--- src/rtl/jinverter_bist_ctrl.sv ---
// BIST sequencer for a bank of inverter cells: drives four patterns, waits a
// settle time, checks resp == ~stim and counts the patterns that mismatch.
module jinverter_bist_ctrl #(
    parameter int WIDTH  = 8,
    parameter int SETTLE = 4
) (
    input  logic             clk,
    input  logic             rst,
    input  logic             start,
    input  logic             abort,
    input  logic [WIDTH-1:0] resp,
    output logic [WIDTH-1:0] stim,
    output logic             busy,
    output logic             done,
    output logic             pass,
    output logic [2:0]       fail_cnt,
    output logic [1:0]       first_fail
);

    localparam int CW = (SETTLE > 1) ? $clog2(SETTLE) : 1;

    typedef enum logic [2:0] {
        S_IDLE,
        S_DRIVE,
        S_SETTLE,
        S_CHECK,
        S_FINISH
    } state_t;

    state_t         state;
    state_t         state_n;
    logic [CW-1:0]  cnt;
    logic [1:0]     p;
    logic           aborting;

    // Pattern 2 is ...1010 (bit 0 clear); pattern 3 is its complement.
    function automatic logic [WIDTH-1:0] pattern(input logic [1:0] idx);
        logic [WIDTH-1:0] alt;
        alt = '0;
        for (int i = 0; i < WIDTH; i++) begin
            alt[i] = (i % 2 == 1);
        end
        case (idx)
            2'd0:    pattern = '1;
            2'd1:    pattern = '0;
            2'd2:    pattern = alt;
            default: pattern = ~alt;
        endcase
    endfunction

    assign aborting = abort && (state != S_IDLE);

    // NOTE: sequential state uses non-blocking assignments so every flop
    // samples the pre-edge values; combinational blocks use blocking ones.
    always_ff @(posedge clk or posedge rst) begin
        if (rst) begin
            state <= S_IDLE;
        end else begin
            state <= state_n;
        end
    end

    // NOTE: every output of this block gets a default first, so no path
    // through the case statement can infer a latch.
    always_comb begin
        state_n = state;
        busy    = 1'b0;
        done    = 1'b0;
        case (state)
            S_IDLE: begin
                if (start) state_n = S_DRIVE;
            end
            S_DRIVE: begin
                busy    = 1'b1;
                state_n = S_SETTLE;
            end
            S_SETTLE: begin
                busy = 1'b1;
                if (cnt == '0) state_n = S_CHECK;
            end
            S_CHECK: begin
                busy    = 1'b1;
                state_n = (p == 2'd3) ? S_FINISH : S_DRIVE;
            end
            S_FINISH: begin
                done    = !abort;
                state_n = S_IDLE;
            end
            default: state_n = S_IDLE;
        endcase
        if (aborting) begin
            state_n = S_IDLE;
            busy    = 1'b0;
        end
    end

    always_ff @(posedge clk or posedge rst) begin
        if (rst) begin
            stim       <= '0;
            pass       <= 1'b0;
            fail_cnt   <= 3'd0;
            first_fail <= 2'd0;
            cnt        <= '0;
            p          <= 2'd0;
        end else if (aborting) begin
            // Partial fail_cnt/first_fail stay visible after an abort.
            stim <= '0;
            pass <= 1'b0;
        end else begin
            case (state)
                S_IDLE: begin
                    if (start) begin
                        p          <= 2'd0;
                        fail_cnt   <= 3'd0;
                        first_fail <= 2'd0;
                    end
                end
                S_DRIVE: begin
                    stim <= pattern(p);
                    cnt  <= CW'(SETTLE - 1);
                end
                S_SETTLE: begin
                    if (cnt != '0) cnt <= cnt - 1'b1;
                end
                S_CHECK: begin
                    // Four-state compare so X/Z on the bank output is a failure.
                    if (resp !== ~stim) begin
                        if (fail_cnt == 3'd0) first_fail <= p;
                        fail_cnt <= fail_cnt + 3'd1;
                    end
                    if (p != 2'd3) p <= p + 2'd1;
                end
                S_FINISH: begin
                    pass <= (fail_cnt == 3'd0);
                    stim <= '0;
                end
                default: ;
            endcase
        end
    end

endmodule

--- config.mk ---
export PLATFORM = sky130hd
export DESIGN_NAME = jinverter_bist_ctrl
export DESIGN_NICKNAME = d
export VERILOG_FILES = /design/src/rtl/jinverter_bist_ctrl.sv
export SDC_FILE = /design/constraint.sdc
export NUM_CORES = 1
export LEC_CHECK = 0
export ABC_AREA = 1
export CORE_AREA = 2 2 48 50
export CTS_CLUSTER_SIZE = 16
export DETAILED_ROUTE_END_ITERATION = 8
export DIE_AREA = 0 0 50 52
export HOLD_SLACK_MARGIN = 0.15
export PLACE_DENSITY = 0.81
export SLEW_MARGIN = 0
export SYNTH_ARGS = -nofsm -noshare
export SYNTH_HDL_FRONTEND = slang
export SYNTH_SLANG_ARGS = --single-unit
export TNS_END_PERCENT = 1
--- constraint.sdc ---
create_clock -name clk -period 3.5 [get_ports clk]
set_input_delay 0.35 -clock clk [delete_from_list [all_inputs] [get_ports clk]]
set_output_delay 0.35 -clock clk [all_outputs]
set_load 0.01 [all_outputs]
=== Word-level counts from Yosys, hierarchy flattened ===
Cells that the tools add are included.

* Register bits: 21
* Output and inout port bits: 16
* Input port bits: 12
* Logic and storage cells: 70

* Muxes and demuxes: 24
* Equality and inequality tests: 16
* Bitwise logic cells: 2
* Reductions and logical operators: 18
* Add/subtract/negate cells: 3

{| class="wikitable"
|+ Operators with widths
! kind !! number
|-
| $pmux 8 s3 || 1
|-
| $mux 3 || 6
|-
| $pmux 8 s2 || 1
|-
| $ne 2x2->1 const B || 6
|-
| $pmux 2 s2 || 3
|-
| $pmux 3 s4 || 1
|-
| $mux 2 || 5
|-
| $mux 8 || 1
|-
| $nex 8x8->1 || 1
|-
| $not 8->8 || 1
|-
| $reduce_and 4->1 || 2
|-
| $reduce_bool 2->1 || 4
|-
| $eq 3x2->1 const B || 2
|-
| $logic_not 3->1 || 2
|-
| $ne 3x3->1 const B || 2
|-
| $pmux 3 s2 || 1
|-
| $reduce_bool 3->1 || 2
|-
| $mux 1 || 5
|-
| $reduce_and 5->1 || 1
|-
| $eq 2x2->1 const B || 2
|-
| $logic_not 2->1 || 2
|-
| $add 3x1->3 const B || 1
|-
| $eq 3x1->1 const B || 1
|-
| $eq 3x3->1 const B || 1
|-
| other kinds (9) || 9
|}

=== Longest topological paths before layout ===
* Depth after elaboration: 4
* Gate-level depth with buffers: 8
* Mapped depth without buffers: 8

=== Least setup slack after synthesis ===
No wires, ideal clock.

* Path type: register to register
* Start point: reg state[0]
* End point: reg first_fail[0]
* Library setup time: 0.125 ns
* Required time: 3.375 ns
* Arrival: 1.191 ns
* Period minus slack after synthesis: 1.316 ns
* Buffers on the path: 0
* Stages on the path, launching flop included: 9
* Setup slack: 2.184 ns
* Path through: dfrtp_1 nor2_2 nand2_2 nand2_2 nand2_2 nor2_4 nand2_1 nand3_1 nand2_1

* Cells in the longest elaborated chain, start to end: 4
* Elaborated cells between the ends (all ways): 11
* Classes of those cells: eq/ne (4); mux (1); bitwise (1); reduce/logical (5)

{| class="wikitable"
|+ Ends and longest elaborated chain
! what !! line !! text
|-
| start, declared || 30 || <nowiki>state_t state;</nowiki>
|-
| start signal, assigned || 59 || <nowiki>state <= state_n;</nowiki>
|-
| branches (longest 4 deep; another with $reduce_and 5->1) || - ||
|-
| end signal, assigned || 128 || <nowiki>if (fail_cnt == 3'd0) first_fail <= p;</nowiki>
|-
| end, declared || 17 || <nowiki>output logic [1:0] first_fail</nowiki>
|}

Parallel ways; which one is timed is not known.
A chain may end at the register's enable or synchronous reset.

=== Worst setup path after layout ===
* Start point: reg state[0]
* End point: out done

* Cells in the longest elaborated chain, start to end: 2

{| class="wikitable"
|+ Ends and longest elaborated chain
! what !! line !! text
|-
| $eq 3x3->1 || 69 || <nowiki>case (state)</nowiki>
|-
| $mux 1 || 69 ||
|-
| end, declared || 14 || <nowiki>output logic done,</nowiki>
|}

Every way passes these cells.

==> results.sh <==
export IMPL_startpoint="state[0]$_DFFE_PP0P_"
export IMPL_worst_pin_slew_ps=589
export IMPL_async_reset_ff_share_pct=100
export IMPL_clock_latency_ps=300
export IMPL_crit_fanout=6
export IMPL_row_count=17
export IMPL_reg2reg_from="state[0]$_DFFE_PP0P_"
export IMPL_numPortBuffers=27
export IMPL_cpPeakStageDelay_ps=550
export IMPL_utilization_pct=61.1
export IMPL_relSlewSlack_pct=60.7
export IMPL_ant_nets=0
export IMPL_avgSynthCellArea_um2=7.81
export IMPL_arrival_ps=1710
export IMPL_p_per_area_nw_per_um2=680
export IMPL_power_mw=0.875
export IMPL_vias=886
export IMPL_p_leak_nw=0.629
export IMPL_finalCritPeriodShare_pct=59.0
export IMPL_die_y_um=52
export IMPL_maxSlewViolCount=0
export IMPL_drc=0
export IMPL_cp_top_family="buffers and inverters"
export IMPL_synthToLayoutAreaGrowth_pct=28.7
export IMPL_worst_ir_drop_vdd_v=0.000519
export IMPL_wire_per_inst_um=11.1
export IMPL_die_area_um2=2600
export IMPL_cts_buffer_depth=2
export IMPL_diodes=0
export IMPL_synth_distinct_cells=24
export IMPL_cp_start_kind="flip-flop"
export IMPL_setup_tns_ps=0
export IMPL_netlist_area_um2=1000
export IMPL_skew_ps=4.59
export IMPL_cts_root_buf="clkbuf_4"
export IMPL_ys_ff_latch=15
export IMPL_area_sequential_um2=375
export IMPL_clock_sinks=15
export IMPL_cap_violations=0
export IMPL_n_fill_cell=178
export IMPL_firstDrtPassIters=4
export IMPL_cts_tree="done"
export IMPL_grt_overflow_total=0
export IMPL_routed_wl_um=2010
export IMPL_grt_pass1_wl_um=3360
export IMPL_setup_violations=0
export IMPL_avgViaCountPerCell=4.90
export IMPL_seq_area_frac_synth_pct=37.5
export IMPL_dpl_hpwl_um=1620
export IMPL_synth_edf_count=0
export IMPL_final_common_cell="clkdlybuf4s50_1"
export IMPL_r2r_cells=7
export IMPL_slowest_stage="clkdlybuf4s50_1"
export IMPL_first_iter_violations=11
export IMPL_netlist_instances=128
export IMPL_holdWs_ps=403
export IMPL_finalNetCount=172
export IMPL_die_w_um=50
export IMPL_cts_htree_levels=1
export IMPL_drive_above_1_share_pct=11.1
export IMPL_rsz0062_at_grt="no"
export IMPL_hold_buffers=0
export IMPL_ys_warn_count=0
export IMPL_antenna_found_initial=0
export IMPL_gp_congestion=0.725
export IMPL_postPlaceCellArea_um2=1260
export IMPL_initial_core_util_pct=47.5
export IMPL_multi_input_area_um2=497
export IMPL_status="complete, no violations"
export IMPL_crit_type="reg -> out"
export IMPL_cts_made_buffers=3
export IMPL_grt_pass1_vias=801
export IMPL_ys_flop_type="dfrtp_1"
export IMPL_ioPinCount=28
export IMPL_final_area_um2=1290
export IMPL_fmax_mhz=484
export IMPL_cp_num_cells=4
export IMPL_grt_max_degree=16
export IMPL_worstPathCellList="nor2_2, nand2_1, nor2_1, clkdlybuf4s50_1"
export IMPL_cts_resized=0
export IMPL_hold_violations=0
export IMPL_postCtsSetupRepairBufs=0
export IMPL_cp_num_buf_inv=1
export IMPL_hp_class="in -> async"
export IMPL_clkTransAtPathRegs_ps=90
export IMPL_core_region_area_um2=2110
export IMPL_syn_nets=146
export IMPL_layout_min_cycle_time_ps=2060
export IMPL_layout_common_cells="27 x clkdlybuf4s50_1, 24 x nand2_1, 21 x inv_1"
export IMPL_critPathCaptureType="output port"
export IMPL_grt_usage_pct=17.6
export IMPL_cp_required_ps=3150
## synthesized netlist by cell type, types with 2 or more instances
cell,count,area [µm²]
o21ai_1,2,10.0
nand3_2,3,30.0
inv_1,21,78.8
nand2_1,24,90.1
buf_4,6,45.0
nor3_1,4,20.0
ha_1,6,75.1
nand2_2,3,18.8
nand3_1,9,45.0
o21ai_0,8,40.0
dfrtp_1,15,375
nor2_2,2,12.5
nor2_1,13,48.8
o2111ai_1,2,17.5
## logic make-up (layout without fill, tap and decap cells)
family,after synthesis,in the layout,synth area share [%]
AO/OA/AOI/OAI,17,17,10.6
XOR/XNOR,1,1,0.876
adder cells (fa/ha/maj),6,6,7.51
buffers and inverters,28,53,12.8
flip-flops,15,15,37.5
AND/OR/NAND/NOR,61,61,30.7
## cell type report
cell class	count	area share (%)
clock buffers	4	2.04
inverters	22	6.42
multi-input cells	85	38.6
flip-flops and latches	15	29.2
well taps	28	2.72
repair buffers	27	21.0
## stage by stage
stage	cells	setup slack [ps]
finish	181	1440
global route	181	1320
CTS	181	1440
global placement	177	1580
floorplan	128	2180
detailed placement	177	1550
## power by group
group	internal (mW)	leakage, nW	switching, mW
clock	0.0445	0.0150	0.0603
combinational	0.217	0.417	0.285
sequential	0.222	0.197	0.0469
## sequential cells by signal, summed over array words and instances (netlist names)
name        flops
stim            2
first_fail      2
p               2
cnt             2
pass            1
fail_cnt        3
state           3
## worst paths after layout
check / to / slack, ps
setup / recovery: done / 1440
hold / removal: p[0]$_DFFE_PP0P_ / 400
setup reg to reg: p[0]$_DFFE_PP0P_ / 1990
hold reg to reg: first_fail[0]$_DFFE_PP0P_ / 510
max in group asynchronous: fail_cnt[2]$_DFFE_PP0P_ / 2710
min in group clk: first_fail[0]$_DFFE_PP0P_ / 510
## routing by layer
metal / vias up / GRT usage, % / part of all wire, %
li1: 454 / - / -
met1: 397 / 18.6 / 39
met2: 30 / 29.8 / 52
met3: 5 / 5.75 / 6.6
met4: 0 / 12.0 / 2.2
met5: - / 0 / 0
Note: power is estimated with default switching activity, not from simulation.
